**src/rtl/cpld_pkg.sv**
```systemverilog
// rtl/cpld_pkg.sv - shared state encoding, owner codes and default constants for the flash arbiter
package cpld_pkg;

   typedef enum logic [2:0] {
      ST_IDLE      = 3'd0,
      ST_GRANT_DSP = 3'd1,
      ST_GRANT_CPU = 3'd2,
      ST_LOCKOUT   = 3'd3,
      ST_GUARD     = 3'd4
   } state_t;

   localparam logic [1:0] OWNER_NONE = 2'b00;
   localparam logic [1:0] OWNER_DSP  = 2'b01;
   localparam logic [1:0] OWNER_CPU  = 2'b10;
   localparam logic [1:0] OWNER_LOCK = 2'b11;

   localparam int unsigned DEF_GUARD_CYCLES   = 4;
   localparam int unsigned DEF_TIMEOUT_CYCLES = 65535;

   function automatic logic [1:0] owner_of(input state_t s);
      case (s)
         ST_GRANT_DSP: owner_of = OWNER_DSP;
         ST_GRANT_CPU: owner_of = OWNER_CPU;
         ST_LOCKOUT:   owner_of = OWNER_LOCK;
         default:      owner_of = OWNER_NONE;
      endcase
   endfunction

endpackage

```
**src/rtl/sync_2ff.sv**
```systemverilog
// rtl/sync_2ff.sv - two-flop synchronizer for an active-low chip select, resets to inactive (1)
module sync_2ff (
   input  logic clk,
   input  logic reset,
   input  logic d,
   output logic q
);

   logic meta_q, meta_d;
   logic sync_q, sync_d;

   always_comb begin
      meta_d = d;
      sync_d = meta_q;
   end

   always_ff @(posedge clk) begin
      if (reset) begin
         meta_q <= 1'b1;
         sync_q <= 1'b1;
      end else begin
         meta_q <= meta_d;
         sync_q <= sync_d;
      end
   end

   assign q = sync_q;

endmodule

```
**src/rtl/spi_flash_arbiter.sv**
```systemverilog
// rtl/spi_flash_arbiter.sv - arbitrates one serial flash between a DSP and a CPU SPI master
module spi_flash_arbiter
   import cpld_pkg::*;
#(
   parameter int unsigned GUARD_CYCLES   = DEF_GUARD_CYCLES,
   parameter int unsigned TIMEOUT_CYCLES = DEF_TIMEOUT_CYCLES
) (
   input  logic       sysclk,
   input  logic       reset,
   input  logic       dsp_cs_INV,
   input  logic       dsp_clk,
   input  logic       dsp_mosi,
   input  logic       cpu_cs_INV,
   input  logic       cpu_clk,
   input  logic       cpu_mosi,
   input  logic       flash_miso,
   output logic       flash_clk,
   output logic       flash_mosi,
   output logic       flash_cs_INV,
   output logic       dsp_miso,
   output logic       cpu_miso,
   output logic [1:0] owner,
   output logic       timeout_flag
);

   logic dsp_cs_s, cpu_cs_s;
   logic dsp_req, cpu_req;

   sync_2ff u_sync_dsp (.clk(sysclk), .reset(reset), .d(dsp_cs_INV), .q(dsp_cs_s));
   sync_2ff u_sync_cpu (.clk(sysclk), .reset(reset), .d(cpu_cs_INV), .q(cpu_cs_s));

   assign dsp_req = ~dsp_cs_s;
   assign cpu_req = ~cpu_cs_s;

   state_t      state_q, state_d;
   logic [15:0] grant_cnt_q, grant_cnt_d;
   logic [15:0] guard_cnt_q, guard_cnt_d;
   logic        last_cpu_q, last_cpu_d;
   logic        timeout_flag_q, timeout_flag_d;
   logic        grant_expired, guard_done, locked_released;

   always_comb begin
      state_d        = state_q;
      grant_cnt_d    = (grant_cnt_q == 16'hFFFF) ? grant_cnt_q : grant_cnt_q + 16'd1;
      guard_cnt_d    = guard_cnt_q;
      last_cpu_d     = last_cpu_q;
      timeout_flag_d = timeout_flag_q;

      grant_expired   = (32'(grant_cnt_q) + 32'd1) >= TIMEOUT_CYCLES;
      guard_done      = (32'(guard_cnt_q) + 32'd1) >= GUARD_CYCLES;
      locked_released = last_cpu_q ? ~cpu_req : ~dsp_req;

      case (state_q)
         ST_IDLE: begin
            grant_cnt_d = '0;
            guard_cnt_d = '0;
            // On a tie, the requester that did not own the bus last wins.
            if (dsp_req && (!cpu_req || last_cpu_q)) begin
               state_d    = ST_GRANT_DSP;
               last_cpu_d = 1'b0;
            end else if (cpu_req) begin
               state_d    = ST_GRANT_CPU;
               last_cpu_d = 1'b1;
            end
         end
         ST_GRANT_DSP, ST_GRANT_CPU: begin
            if ((state_q == ST_GRANT_DSP) ? ~dsp_req : ~cpu_req) begin
               state_d     = ST_GUARD;
               guard_cnt_d = '0;
            end else if (grant_expired) begin
               state_d        = ST_LOCKOUT;
               timeout_flag_d = 1'b1;
            end
         end
         ST_LOCKOUT: begin
            if (locked_released) begin
               state_d     = ST_GUARD;
               guard_cnt_d = '0;
            end
         end
         ST_GUARD: begin
            guard_cnt_d = guard_cnt_q + 16'd1;
            if (guard_done) begin
               state_d = ST_IDLE;
            end
         end
         default: state_d = ST_IDLE;
      endcase
   end

   always_ff @(posedge sysclk) begin
      if (reset) begin
         state_q        <= ST_IDLE;
         grant_cnt_q    <= '0;
         guard_cnt_q    <= '0;
         last_cpu_q     <= 1'b1;
         timeout_flag_q <= 1'b0;
      end else begin
         state_q        <= state_d;
         grant_cnt_q    <= grant_cnt_d;
         guard_cnt_q    <= guard_cnt_d;
         last_cpu_q     <= last_cpu_d;
         timeout_flag_q <= timeout_flag_d;
      end
   end

   // Data path is purely combinational from the registered state: SCK/MOSI/MISO never see a sysclk flop.
   always_comb begin
      flash_clk    = 1'b0;
      flash_mosi   = 1'b0;
      flash_cs_INV = 1'b1;
      dsp_miso     = 1'b0;
      cpu_miso     = 1'b0;
      case (state_q)
         ST_GRANT_DSP: begin
            flash_clk    = dsp_clk;
            flash_mosi   = dsp_mosi;
            flash_cs_INV = dsp_cs_INV;
            dsp_miso     = flash_miso;
         end
         ST_GRANT_CPU: begin
            flash_clk    = cpu_clk;
            flash_mosi   = cpu_mosi;
            flash_cs_INV = cpu_cs_INV;
            cpu_miso     = flash_miso;
         end
         default: ;
      endcase
   end

   assign owner        = owner_of(state_q);
   assign timeout_flag = timeout_flag_q;

endmodule

```
**config.mk**
```make
export PLATFORM = sky130hd
export DESIGN_NAME = spi_flash_arbiter
export DESIGN_NICKNAME = d
export VERILOG_FILES = /design/src/rtl/cpld_pkg.sv /design/src/rtl/sync_2ff.sv /design/src/rtl/spi_flash_arbiter.sv
export SDC_FILE = /design/constraint.sdc
export NUM_CORES = 1
export LEC_CHECK = 0
export ABC_AREA = 1
export CAP_MARGIN = 40
export CORE_UTILIZATION = 35
export DETAILED_ROUTE_END_ITERATION = 8
export HOLD_SLACK_MARGIN = 0.02
export SETUP_SLACK_MARGIN = 0.02
export SYNTH_ARGS = -nofsm -noshare
export SYNTH_HDL_FRONTEND = slang
export SYNTH_SLANG_ARGS = --single-unit
export TNS_END_PERCENT = 10
```
**constraint.sdc**
```tcl
create_clock -name sysclk -period 2.49 [get_ports sysclk]
set_input_delay 0.498 -clock sysclk [delete_from_list [all_inputs] [get_ports sysclk]]
set_output_delay 0.498 -clock sysclk [all_outputs]
set_load 0.02 [all_outputs]
```
* Word-level counts from Yosys, hierarchy flattened
Cells that the tools add are included.
Word-level totals: bits in registers 41, input bits 9, output and inout port bits 8, word-level logic and storage cells 58
Cells by class: add/subtract/negate cells 4, order comparisons 2, equal/unequal tests 11, multiplexer cells 20, bitwise operators 2, reduce and logical (&&, ||, !) cells 10
Operators with widths (count):
- $pmux W16 S4 | 1
- $add A16 B1 Y17 const B | 2
- $add A16 B1 Y16 const B | 2
- $mux W16 | 2
- $mux W3 | 6
- $ge A17 B16 Y1 const B | 1
- $ge A17 B3 Y1 const B | 1
- $eq A16 B16 Y1 const B | 1
- $pmux W3 S4 | 1
- $ne A2 B2 Y1 const B | 4
- $eq A3 B2 Y1 const B | 2
- $mux W1 | 6
- $ne A3 B3 Y1 const B | 2
- $pmux W1 S2 | 3
- $pmux W2 S3 | 1
- $reduce_and A3 Y1 | 2
- $reduce_and A4 Y1 | 1
- $reduce_bool A4 Y1 | 1
- $reduce_or A2 Y1 | 2
- $eq A3 B1 Y1 const B | 1
- $eq A3 B3 Y1 const B | 1
- $logic_not A3 Y1 | 1
- $not A1 Y1 | 2
- $reduce_and A2 Y1 | 1
- other kinds (2) | 2

* Depth between registers and ports, before layout
word-level depth 5, depth in mapped cells 15, mapped depth without buffers 15

* Modules after synthesis
Synthesis repeated with hierarchy kept, for this count alone.
Unflattened totals: cells, all modules 417, area, all modules 2553.7 µm²
By module, submodules not included:
- spi_flash_arbiter | times used 1, cells each 403, area each 2436.1 µm², seq. area each 740.7 µm²
- sync_2ff | times used 2, cells each 7, area each 58.8 µm², seq. area each 40.0 µm²

* Worst setup path before layout
OpenSTA, ideal clock, no wires.
path kind register to register, start register guard_cnt_q[0], end register state_q[2], setup time 0.115 ns, arrival time 1.700 ns, data required time 2.375 ns, path slack 0.675 ns, cell stages (with the launch flop) 15, path buffers 0, period minus slack after synthesis 1.815 ns, path through dfxtp_1 -> ha_1 -> nand2_1 -> nor2_4 -> nand2_2 -> nand2_2 -> nand2_2 -> nor2_2 -> nand2_1 -> nor2_1 -> nand2_1 -> nor2_2 -> nor2_2 -> a21oi_1 -> nor2_1
On the way: longest elaborated chain between the ends 4
Ends and longest elaborated chain:
- start, declared | line spi_flash_arbiter.sv:37 | logic [15:0] guard_cnt_q, guard_cnt_d;
- start signal, assigned | line spi_flash_arbiter.sv:101 | guard_cnt_q <= guard_cnt_d;
- $add A16 B1 Y17 | line spi_flash_arbiter.sv:50 | guard_done = (32'(guard_cnt_q) + 32'd1) >= GUARD_CYCLES;
- $ge A17 B3 Y1 | line spi_flash_arbiter.sv:50
- $ne A2 B2 Y1 (no source line)
- $reduce_and A4 Y1 (no source line)
- end signal, assigned | line spi_flash_arbiter.sv:99 | state_q <= state_d;
- end, declared | line spi_flash_arbiter.sv:35 | state_t state_q, state_d;
No other way between the ends. A chain may end at the register's enable or synchronous reset.

* Worst setup path in the final report
start register state_q[1], end output cpu_miso
On the way: longest elaborated chain between the ends 2
Ends and longest elaborated chain:
- $eq A3 B2 Y1 | line spi_flash_arbiter.sv:114 | case (state_q)
- $mux W1 | line spi_flash_arbiter.sv:114
- end, declared | line spi_flash_arbiter.sv:21 | output logic cpu_miso,
No other way between the ends.

==> qor.yml <==
path_class: "reg -> out"
dpl.cell_count: 522
netlist_instances: 411
synth_top_area_share_pct: 31.1
ys_ff_latch: 41
vias_per_cell: 4.77
totalNegativeSetupSlack_ps: 0
power.density_nw_per_um2: 688
pre_cts_ws_ps: 177
dieWidth_um: 88.8
min_from: "u_sync_dsp.meta_q"
die_h_um: 88.8
critPathSlowestCell: "clkdlybuf4s50_1"
hold_violations: 0
synth_nets: 425
leakage_nw: 1.21
finClkSkew_ps: 10.3
routedWlPerCell_um: 11.0
area_growth_pct: 14.8
cts_root_buf: "clkbuf_8"
grt_overflow: 0
synth_area_per_cell_um2: 6.41
ioPinCount: 17
required_ps: 1990
synth_area_leaders: "dfxtp_1, nand2_1, inv_1, nor2_1, nand3_1"
use_met2_pct: 27.2
worst_hold_slack_ps: 409
grt_max_degree: 21
min_to: "u_sync_dsp.q"
cts.sinks: 41
met1_usage_pct: 20.4
status: "finished, final reports clean"
dp.final_hpwl_um: 4400
path_max_fanout: 4
fin_util_pct: 41.7
yosysWarnings: 0
layout-drive-gt1-share_pct: 12.3
clk_latency_ps: 300
cts_max_path_buffers: 2
nets: 444
seq_area_frac_synth_pct: 31.1
period_minus_slack_ps: 2280
cts_tree: "done"
crit_path_max_incr_delay_ps: 610
yosysMostFrequentCell: "nand2_1"
crit_path_end_kind: "output pin"
antennaDiodeCount: 0
placementRows: 31
grt_pass1_wl_um: 9830
portBuffers: 16
setup_slack_ps: 207
busiest_layer: "met2"
max_slew_margin_pct: 68.3
firstDrtPassIters: 4
synthArstFlopShare_pct: 0
ir_drop_mv: 0.516
start_kind: "flop"
routabilityCongestion: 0.885
htreeDepth: 2
cap_violations: 0
hold_path.class: "reg -> reg"
start_util_pct: 36.3
synth_top_family_by_area: "simple AND/OR/NAND/NOR gates"
synth-simple-area-share_pct: 44.0
drtIter0Drc: 91
grt_use_total_pct: 15.8
r2r-start: "guard_cnt_q[1]"
drt_wl_total_um: 5830
rsz0062_at_grt: "no"
hold_buffers: 0
numCtsBuffers: 5
drc: 0
arrival_ps: 1790
synthFlopType: "dfxtp_1"
setup_viol: 0
ys_types: 32
syn_area_um2: 2640
synthAdderAreaFrac_pct: 2.37
r2r_slack_ps: 430
reg2reg_depth: 14
num_vias: 2530
fin_crit_sh_pct: 91.7
clkTransAtPathRegs_ps: 80
synth_edf_count: 0
stdcell_count: 530
antenna_found_initial: 0
worst_pin_slew_ps: 475
synth.largest_area_cell: "dfxtp_1"
fmax_ghz: 0.438
yosys-top-cells-count: "nand2_1, inv_1, dfxtp_1"
cp_common_cell: "nor2_1"
worst_path_dominant_cell_family: "buffers and inverters"
grtUsageMet3_pct: 2.89
dieArea_um2: 7880
final_max_slew_viol_count: 0
ant_nets: 0
grt_pass1_vias: 2224
synth_xor_area_share_pct: 1.33
coreArea_um2: 7250
holdPathStages: 1
synth_compound_area_share_pct: 12.7
timing.rr.end: "state_q[1]"
muxShareOfSynthArea_pct: 0
worstPathCellList: "inv_1 -> nor2_1 -> nand2_1 -> nor2_1 -> clkdlybuf4s50_1"
path_buf_inv: 2
==> kinds of logic after synthesis <==
logic type,count (synthesis)
and+or+nand+nor,251
buffers and inverters,56
AOI/OAI and AO/OA,54
DFF,41
adders and majority gates,5
xor gates and xnor gates,4
==> worst max-delay path by stage <==
stage,startpoint,to,slack [ps],cells after the start
global route,state_q[1],cpu_miso,90,5
global placement,dsp_cs_INV,flash_cs_INV,200,4
detailed placement,dsp_cs_INV,flash_cs_INV,180,4
CTS,state_q[1],flash_mosi,40,6
finish,state_q[1],cpu_miso,210,5
floorplan,guard_cnt_q[0],state_q[2],670,14
==> what timing repair did <==
| item | in CTS | in global routing |
|---|---|---|
| hold endpoints to repair | 0 | 0 |
| buffers inserted | 0 | 0 |
| pin swaps | 0 | 0 |
| gates resized for setup | 1 | 2 |
| endpoints found under the setup margin | 1 | 2 |
==> worst register-to-register path: stages, from the launching register on <==
cell	delay, ps
dfxtp_1	420
ha_1	270
nand2_1	110
nor2_4	210
nand2_2	90
nand2_2	60
nand2_2	60
nor2_2	120
nand2_1	80
nand3_2	80
nor2_2	50
nor2_2	190
nand3_1	100
nand2_1	70
nor2_1	40
==> registers in the layout (all words and copies together), names as in the netlist <==
| name | cells |
|---|---|
| grant_cnt_q | 16 |
| guard_cnt_q | 16 |
| state_q | 3 |
| last_cpu_q | 1 |
| timeout_flag | 1 |
| u_sync_cpu.meta_q | 1 |
| u_sync_cpu.q | 1 |
| u_sync_dsp.meta_q | 1 |
| u_sync_dsp.q | 1 |
==> power by group <==
group / total [W] / internal, W / switching, W
sequential: 0.000761 / 0.000703 / 0.0000576
combinational: 0.000762 / 0.000262 / 0.000501
clock: 0.000558 / 0.000327 / 0.000230
==> per-stage QoR <==
stage          instance area, um^2  total power (W)
2_1_floorplan                 2640          0.00132
3_3_place_gp                  2910          0.00155
3_5_place_dp                  2910          0.00156
4_1_cts                       3020          0.00211
5_1_grt                       3030          0.00222
6_report                      3030          0.00208
==> cells in the final DEF, fill, tap and decap left out, types with 8 or more instances in the layout <==
master / count
nand4_1: 14
nor2_1: 38
clkdlybuf4s50_1: 13
nand3_1: 27
inv_1: 46
nand2_1: 132
a21oi_1: 20
dfxtp_1: 41
nor2_2: 11
a21oi_2: 11
o21ai_0: 8
==> metal layers <==
metal | wire [um] | vias up
met5 | 0 | -
met4 | 57 | 0
met3 | 131 | 4
met2 | 2700 | 28
met1 | 2940 | 1131
li1 | - | 1367
==> area by class of cell <==
class	instances	area, um^2
Fill cell	776	4230
Multi-Input combinational cell	314	1590
Sequential cell	41	821
Timing Repair Buffer	19	186
Inverter	49	184
Tap cell	99	124
Clock buffer	7	86.3
Clock inverter	1	30.0
Power figures use the tool's default switching activity.
